<file path="src/rtl/nonce_sched_pkg.sv">
// nonce_sched_pkg: shared widths and state encoding for the nonce scheduler.
package nonce_sched_pkg;
    localparam int WORD_W = 32;
    localparam int WORD_N = 16;
    localparam int WARR_S = WORD_W * WORD_N;
    typedef enum logic [1:0] {S_IDLE, S_RUN, S_DRAIN, S_DONE} state_t;
endpackage

</file>
<file path="src/rtl/nonce_sched_if.sv">
// nonce_sched_if: job, hit and issue signals of the nonce scheduler.
// Optional hash_count exists only when NONCE_SCHED_HASHCNT_EN is defined.
interface nonce_sched_if;
    import nonce_sched_pkg::*;
    logic              job_valid;
    logic              job_ready;
    logic [WARR_S-1:0] job_block;
    logic [31:0]       job_nonce_start;
    logic [31:0]       job_nonce_end;
    logic              abort;
    logic              hit_valid;
    logic [31:0]       hit_nonce;
    logic [WARR_S-1:0] W;
    logic              en;
    logic              busy;
    logic              done;
    logic              found;
    logic [31:0]       found_nonce;
`ifdef NONCE_SCHED_HASHCNT_EN
    logic [63:0]       hash_count;
`endif
    modport master (
        output job_valid, job_block, job_nonce_start, job_nonce_end, abort, hit_valid, hit_nonce,
`ifdef NONCE_SCHED_HASHCNT_EN
        input  hash_count,
`endif
        input  job_ready, W, en, busy, done, found, found_nonce
    );
    modport slave (
        input  job_valid, job_block, job_nonce_start, job_nonce_end, abort, hit_valid, hit_nonce,
`ifdef NONCE_SCHED_HASHCNT_EN
        output hash_count,
`endif
        output job_ready, W, en, busy, done, found, found_nonce
    );
endinterface

</file>
<file path="src/rtl/nonce_sched.sv">
// nonce_sched: issues one nonce-spliced block per cycle for a job, drains the pipe, reports the first hit.
// Define NONCE_SCHED_HASHCNT_EN to add a 64-bit hash_count of issued blocks.
module nonce_sched
    import nonce_sched_pkg::*;
#(
    parameter int PIPE_DEPTH = 64,
    parameter int NONCE_WORD = 3
) (
    input logic          clk,
    input logic          reset,
    nonce_sched_if.slave bus
);
    localparam int CW = $clog2(PIPE_DEPTH + 1);

    state_t            state_q, state_d;
    logic [31:0]       nonce_q, nonce_d, end_q, end_d, found_nonce_q, found_nonce_d;
    logic [WARR_S-1:0] block_q, block_d, w;
    logic [CW-1:0]     cnt_q, cnt_d;
    logic              found_q, found_d, accept, active, capture;
`ifdef NONCE_SCHED_HASHCNT_EN
    logic [63:0]       hash_q, hash_d;
`endif

    assign accept  = state_q == S_IDLE && bus.job_valid;
    assign active  = state_q == S_RUN || state_q == S_DRAIN;
    // abort beats a simultaneous hit, and only the first hit of a job sticks
    assign capture = active && bus.hit_valid && !bus.abort && !found_q;

    always_ff @(posedge clk or negedge reset) begin
        if (!reset) begin
            state_q       <= S_IDLE;
            nonce_q       <= '0;
            end_q         <= '0;
            block_q       <= '0;
            cnt_q         <= '0;
            found_q       <= 1'b0;
            found_nonce_q <= '0;
`ifdef NONCE_SCHED_HASHCNT_EN
            hash_q        <= '0;
`endif
        end else begin
            state_q       <= state_d;
            nonce_q       <= nonce_d;
            end_q         <= end_d;
            block_q       <= block_d;
            cnt_q         <= cnt_d;
            found_q       <= found_d;
            found_nonce_q <= found_nonce_d;
`ifdef NONCE_SCHED_HASHCNT_EN
            hash_q        <= hash_d;
`endif
        end
    end

    always_comb begin
        state_d = state_q;
        case (state_q)
            S_IDLE:  state_d = bus.job_valid ? S_RUN : S_IDLE;
            S_RUN:   state_d = bus.abort ? S_IDLE : (nonce_q == end_q || bus.hit_valid) ? S_DRAIN : S_RUN;
            S_DRAIN: state_d = bus.abort ? S_IDLE : cnt_q == '0 ? S_DONE : S_DRAIN;
            default: state_d = S_IDLE;
        endcase
    end

    // cnt is reloaded every RUN cycle so it holds PIPE_DEPTH on DRAIN entry
    always_comb begin
        nonce_d       = accept ? bus.job_nonce_start : state_q == S_RUN ? nonce_q + 32'd1 : nonce_q;
        end_d         = accept ? bus.job_nonce_end : end_q;
        block_d       = accept ? bus.job_block : block_q;
        cnt_d         = state_q == S_RUN ? CW'(PIPE_DEPTH) : state_q == S_DRAIN && cnt_q != '0 ? cnt_q - CW'(1) : cnt_q;
        found_d       = accept ? 1'b0 : capture ? 1'b1 : found_q;
        found_nonce_d = accept ? 32'd0 : capture ? bus.hit_nonce : found_nonce_q;
`ifdef NONCE_SCHED_HASHCNT_EN
        hash_d        = hash_q + 64'(state_q == S_RUN);
`endif
    end

    for (genvar i = 0; i < WORD_N; i++) begin : g_w
        assign w[WARR_S-1-WORD_W*i -: WORD_W] = i == NONCE_WORD ? nonce_q : block_q[WARR_S-1-WORD_W*i -: WORD_W];
    end

    assign bus.job_ready   = state_q == S_IDLE;
    assign bus.busy        = state_q != S_IDLE;
    assign bus.en          = state_q == S_RUN;
    assign bus.done        = state_q == S_DONE;
    assign bus.found       = found_q;
    assign bus.found_nonce = found_nonce_q;
    assign bus.W           = w;
`ifdef NONCE_SCHED_HASHCNT_EN
    assign bus.hash_count  = hash_q;
`endif
endmodule

</file>
<file path="src/flat_wrapper.sv">
// flat-port wrapper written by rule: the top's interface ports become plain ports
module nonce_sched_flat import nonce_sched_pkg::*;
#(
    parameter int PIPE_DEPTH = 64,
    parameter int NONCE_WORD = 3
)
  (clk, reset, bus_job_valid, bus_job_block, bus_job_nonce_start, bus_job_nonce_end, bus_abort, bus_hit_valid, bus_hit_nonce, bus_job_ready, bus_W, bus_en, bus_busy, bus_done, bus_found, bus_found_nonce);
  nonce_sched_if bus_i ();
  input logic clk;
  input logic reset;
  input wire logic [$bits(bus_i.job_valid)-1:0] bus_job_valid;
  input wire logic [$bits(bus_i.job_block)-1:0] bus_job_block;
  input wire logic [$bits(bus_i.job_nonce_start)-1:0] bus_job_nonce_start;
  input wire logic [$bits(bus_i.job_nonce_end)-1:0] bus_job_nonce_end;
  input wire logic [$bits(bus_i.abort)-1:0] bus_abort;
  input wire logic [$bits(bus_i.hit_valid)-1:0] bus_hit_valid;
  input wire logic [$bits(bus_i.hit_nonce)-1:0] bus_hit_nonce;
  output wire logic [$bits(bus_i.job_ready)-1:0] bus_job_ready;
  output wire logic [$bits(bus_i.W)-1:0] bus_W;
  output wire logic [$bits(bus_i.en)-1:0] bus_en;
  output wire logic [$bits(bus_i.busy)-1:0] bus_busy;
  output wire logic [$bits(bus_i.done)-1:0] bus_done;
  output wire logic [$bits(bus_i.found)-1:0] bus_found;
  output wire logic [$bits(bus_i.found_nonce)-1:0] bus_found_nonce;
  assign bus_i.job_valid = bus_job_valid;
  assign bus_i.job_block = bus_job_block;
  assign bus_i.job_nonce_start = bus_job_nonce_start;
  assign bus_i.job_nonce_end = bus_job_nonce_end;
  assign bus_i.abort = bus_abort;
  assign bus_i.hit_valid = bus_hit_valid;
  assign bus_i.hit_nonce = bus_hit_nonce;
  assign bus_job_ready = bus_i.job_ready;
  assign bus_W = bus_i.W;
  assign bus_en = bus_i.en;
  assign bus_busy = bus_i.busy;
  assign bus_done = bus_i.done;
  assign bus_found = bus_i.found;
  assign bus_found_nonce = bus_i.found_nonce;
  nonce_sched #(.PIPE_DEPTH(PIPE_DEPTH), .NONCE_WORD(NONCE_WORD)) u_core (.clk(clk), .reset(reset), .bus(bus_i));
endmodule
</file>
<file path="config.mk">
export PLATFORM = sky130hd
export DESIGN_NAME = nonce_sched_flat
export DESIGN_NICKNAME = d
export VERILOG_FILES = /design/src/rtl/nonce_sched_pkg.sv /design/src/rtl/nonce_sched_if.sv /design/src/rtl/nonce_sched.sv /design/src/flat_wrapper.sv
export SDC_FILE = /design/constraint.sdc
export NUM_CORES = 1
export LEC_CHECK = 0
export ABC_AREA = 1
export CAP_MARGIN = 20
export CORE_AREA = 2 2 448 450
export CTS_BUF_LIST = sky130_fd_sc_hd__clkbuf_8 sky130_fd_sc_hd__clkbuf_16
export DETAILED_ROUTE_END_ITERATION = 12
export DIE_AREA = 0 0 450 452
export GPL_TIMING_DRIVEN = 0
export PLACE_DENSITY = 0.3
export SYNTH_ARGS = -nofsm -noshare
export SYNTH_HDL_FRONTEND = slang
export SYNTH_SLANG_ARGS = --single-unit
</file>
<file path="constraint.sdc">
create_clock -name clk -period 2.9 [get_ports clk]
set_clock_uncertainty 0.05 [all_clocks]
set_input_delay 0.58 -clock clk [delete_from_list [all_inputs] [get_ports clk]]
set_output_delay 0.58 -clock clk [all_outputs]
set_load 0.005 [all_outputs]
</file>
# Word-level counts from Yosys, hierarchy flattened
# Index checks and enable logic that the tools add are counted.
[word_totals]
reg_bits = 618
output_inout_bits = 549
mem_bits_ro = 0
in_bits = 613
n_memories = 0
latch_bits = 0
wordCells = 43
ram_bits = 0
[op_classes]
multipliers = 0
reduce_logical = 16
n_div = 0
n_mux = 14
eq_ne = 4
addsub = 2
bitwise_logic = 0
magnitude_cmp = 0
n_shift = 0
[op_table]
columns = ["operator", "count"]
rows = [
  ["32-bit two-way mux", 4],
  ["32-bit by 1-bit adder with 32-bit output (second input constant)", 1],
  ["32-bit == test", 1],
  ["7-bit two-way mux", 2],
  ["2-bit nonzero test", 4],
  ["7-bit logical NOT", 1],
  ["7-bit nonzero test", 1],
  ["7-bit by 1-bit subtractor with 7-bit output (second input constant)", 1],
  ["2-bit two-way mux", 3],
  ["2-bit case mux with 3 select lines", 1],
  ["1-bit logical AND", 5],
  ["2-bit == test (second input constant)", 2],
  ["1-bit two-way mux", 4],
  ["2-bit by 1-bit == test with 1-bit output (second input constant)", 1],
  ["1-bit logical NOT", 2],
  ["2-bit logical NOT", 1],
  ["1-bit logical OR", 2],
]

# Logic depth before layout (Yosys ltp)
[logic_depth]
word_depth = 7
mapped_depth = 11
depth_no_buf = 11

# Least setup slack after synthesis
# Ideal clock, no wire load.
[synth_timing]
kind = "reg-to-reg"
start = "reg u_core.state_q[0]"
end = "reg u_core.found_nonce_q[15], in the netlist u_core.bus.found_nonce[15]"
stages_incl_launch_ff = 9
path_buffers = 3
arrival_time_ps = 1514
setup_slack_ps = 1253
period_less_slack_ps = 1647
setup_ps = 83
t_required_ps = 2767
path_cell_list = "dfrtp_1 > inv_1 > ha_1 > nand2_1 > buf_2 > buf_2 > buf_1 > nand3_1 > o21ai_0"
[synth_between]
elab_cells_between_ends = 10
classes_between = "eq/ne (2); mux (1); reduce/logical (7)"
[synth_lines]
columns = ["element", "line", "rtl"]
rows = [
  ["start, declared", "nonce_sched.sv:15", "state_t state_q, state_d;"],
  ["start signal, assigned", "nonce_sched.sv:42", "state_q <= state_d;"],
  ["2-bit logical NOT (*)", "--", ""],
  ["named net bus_job_ready", "flat_wrapper.sv:18", "output wire logic [$bits(bus_i.job_ready)-1:0] bus_job_ready;"],
  ["1-bit logical AND (*)", "nonce_sched.sv:24", "assign accept = state_q == S_IDLE && bus.job_valid;"],
  ["32-bit two-way mux or 2-bit nonzero test (tied branches)", "--", ""],
  ["end signal, assigned", "nonce_sched.sv:48", "found_nonce_q <= found_nonce_d;"],
  ["end, declared", "nonce_sched.sv:16", "logic [31:0] nonce_q, nonce_d, end_q, end_d, found_nonce_q, found_nonce_d;"],
]
# Mark *: on every way through the listed nets, which the timed path passes. The rest lies on a longest branch.
# A chain may end at the register's enable or synchronous reset.

# Worst setup path in the final report
[layout_timing]
start = "reg u_core.state_q[1]"
end = "reg u_core.nonce_q[26]"
[layout_between]
elab_chain_cells = 3
elab_cells_between_ends = 5
classes_between = "eq/ne (1); mux (1); reduce/logical (3)"
[layout_lines]
columns = ["element", "line", "rtl"]
rows = [
  ["2-bit logical NOT", "nonce_sched.sv:24", ""],
  ["1-bit logical AND", "nonce_sched.sv:24", ""],
  ["32-bit two-way mux or 2-bit nonzero test (tied branches)", "--", ""],
  ["end signal, assigned", "nonce_sched.sv:43", "nonce_q <= nonce_d;"],
  ["end, declared", "nonce_sched.sv:16", ""],
]
# Parallel ways exist; a longest one is shown, timed or not.

==> impl_metrics.tcl <==
set metrics [dict create \
    hold_violations 0 \
    multi_input_area_um2 8028 \
    ys_ff_latch 586 \
    timing.final.ws_setup_ps 122.4 \
    crit_start "u_core.state_q[1]$_DFF_PN0_" \
    min_period_over_period_pct 95.78 \
    synth_fp_nets 3411 \
    worst_pin_slew_ps 834.8 \
    pwr-share-comb_pct 38.6 \
    synth.yosys.seq_area_share_pct 61.98 \
    fin_crit_ps 2778 \
    max_freq_ghz 0.3600 \
    synth_cell_types 36 \
    drt_first_pass_iters 5 \
    nNetsFinal 4639 \
    grt_max_degree 98 \
    arrival_ps 3360 \
    synth_cells 2791 \
    drive_above_1_share_pct 5.832 \
    ff_latch_area_um2 14660 \
    async_reset_ff_share_pct 100.0 \
    cts_buffer_depth 3 \
    io_buffers 1129 \
    drv_slew 0 \
    fp.coreArea_um2 198600 \
    vias 23250 \
    rsz0062_at_grt "false" \
    peakVddDrop_uv 434.7 \
    netSwitchingPower_uw 14990 \
    drt-total-wl_mm 160.6 \
    synth_largest_area_cell "dfrtp_1" \
    p_int_uw 25740 \
    cts_tree "built" \
    ant_nets 0 \
    drc_errors 0 \
    antenna_found_initial 65 \
    synth-edff-count 0 \
    setup_violations 0 \
    routed_via_density 3.443 \
    mostFrequentLayoutCell "nand2_1" \
    wl_per_cell_um 23.79 \
    clk_latency_ps 730 \
    end_kind "flip-flop" \
    dp_hpwl_mm 129.0 \
    ioPinCount 1162 \
    final.fill_count 22260 \
    gp_congestion 0.8400 \
    worst_hold_startpoint "bus_job_block[381]" \
    placed_cell_area_um2 38490 \
    crit_path_start_kind "flip-flop" \
    critPathKind "flip-flop to flip-flop" \
    final_cell_mix "nand2_1, clkdlybuf4s50_1, dfrtp_1, inv_1, clkbuf_16" \
    num_rows 164 \
    cts.sinks 586 \
    p_clk_share_pct 27.7 \
    track_usage_pct 15.38 \
    cp.required_ps 3480 \
    die_area_um2 203400 \
    root_buffer "clkbuf_16" \
    r2r-start "u_core.state_q[1]$_DFF_PN0_" \
    cts.reportedPaths.clkPinSlew_ps 60 \
    design_area_um2 41560 \
    yosys_most_used_dff "dfrtp_1" \
    die_x_um 450 \
    die_height_um 452 \
    cts-htree-levels 3 \
    netlist.area_leader.share_pct 61.98 \
    crit_fanout 10 \
    hp-class "input port to flip-flop" \
    p_leak_uw 0.01921 \
    p_sw_share_pct 36.81 \
    syn_area_um2 23660 \
    grt_pass1_vias 23780 \
    drv_cap 0 \
    synthTopCellsByArea "dfrtp_1, nand2_1, inv_1" \
    grt_first_pass_wirelength_mm 215.3 \
    grt_overflow 0 \
    drt_iter0_drc 1655 \
    avgSynthCellArea_um2 8.476 \
    cts_buffers 87 \
    syn_to_final_growth_pct 75.69 \
    powerDensity_nw_per_um2 980.0 \
    slew_headroom_pct 44.35 \
    post-place-ws_ps -1004 \
    initial_core_util_pct 11.91 \
    status "finished clean" \
    seq_power_share_pct 33.7 \
    yosysWarnings 0 \
]
[cell type report]
cell class | instances | area share, %
flip-flops and latches | 586 | 35.28
clock buffers | 111 | 6.033
diodes | 17 | 0.1024
clock inverters | 40 | 1.017
inverters | 99 | 0.8941
repair buffers | 1139 | 27.79
plain buffers | 136 | 1.574
multi-input cells | 1970 | 19.31
well taps | 2656 | 7.995
[stage by stage]
stage                     std cells  TNS, ps  total power (µW)  utilization [%]  hold slack, ps
after floorplan                2791        0             18160                -           234.4
after global placement         6576        -             30160            19.27           411.5
after detailed placement       6584  -233920             30050            19.38           413.6
after CTS                      6737        0             41910            20.90           216.2
after global routing           6746        0             43420            20.92           283.7
final                          6754        0             40730            20.93           328.5
[registers in the layout (all words and copies together) (netlist names)]
| name | cells |
|---|---|
| u_core.state_q | 2 |
| u_core.end_q | 32 |
| u_core.block_q | 480 |
| u_core.bus.found | 1 |
| u_core.nonce_q | 32 |
| u_core.bus.found_nonce | 32 |
| u_core.cnt_q | 7 |
[Yosys cell counts (all sizes together), types with 2 or more instances]
cell and n:
nand2 1667, dfrtp 586, inv 98, o21ai 81
buf 79, nor2 67, clkbuf 57, nand3 52
xnor2 25, a21oi 16, nor3 10, o22ai 8
a31oi 7, ha 7, xor2 7, nand4 6
o211ai 6, a211oi 2, a311oi 2, nand3b 2
o21bai 2
[final timing paths]
check	cells past startpoint	to	slack (ps)
max in group asynchronous	7	u_core.block_q[77]$_DFFE_PN0P_	350
worst max-delay path	8	u_core.nonce_q[26]$_DFFE_PN0P_	120
worst min register to register	2	u_core.block_q[212]$_DFFE_PN0P_	420
worst min-delay path	3	u_core.block_q[381]$_DFFE_PN0P_	330
min in group asynchronous	3	u_core.block_q[234]$_DFFE_PN0P_	370
worst max register to register	8	u_core.nonce_q[26]$_DFFE_PN0P_	120
[power groups by stage]
stage          Combinational [µW]  Clock, µW  Sequential (µW)
3_3_place_gp                16300          0            13900
5_1_grt                     17200      12100            14100
3_5_place_dp                16300          0            13800
2_1_floorplan                4660          0            13500
4_1_cts                     16400      11800            13700
6_report                    15700      11300            13700
[kinds of logic after synthesis]
group	synth area share [%]
buffers and inverters	4.094
DFF	61.98
and+or+nand+nor	29.42
adders and majority gates	0.3702
xor gates and xnor gates	1.185
AOI/OAI and AO/OA	2.951
[routing by layer]
layer  vias to the layer above  wire length [µm]  global-route usage (%)
met3                       216              9922                   4.067
met2                       754             81050                   27.01
li1                      11040                 -                       -
met4                        40              4634                   4.929
met1                     11200             64800                   18.11
met5                         -               233                       0
[what timing repair did]
item,CTS,global route
hold endpoints to repair,49,0
buffers inserted,0,0
hold buffers,2,0
endpoints found under the setup margin,549,0
gates resized for setup,25,0
[critical path, cell delays in order, from the launching register on]
cell      delay [ps]
dfrtp_1          400
inv_1             90
ha_1             210
buf_2            370
nor2_4           170
inv_2            200
clkbuf_1         590
o21ai_0          360
o21ai_1          220
No activity file was read; power rests on OpenSTA's default activity.
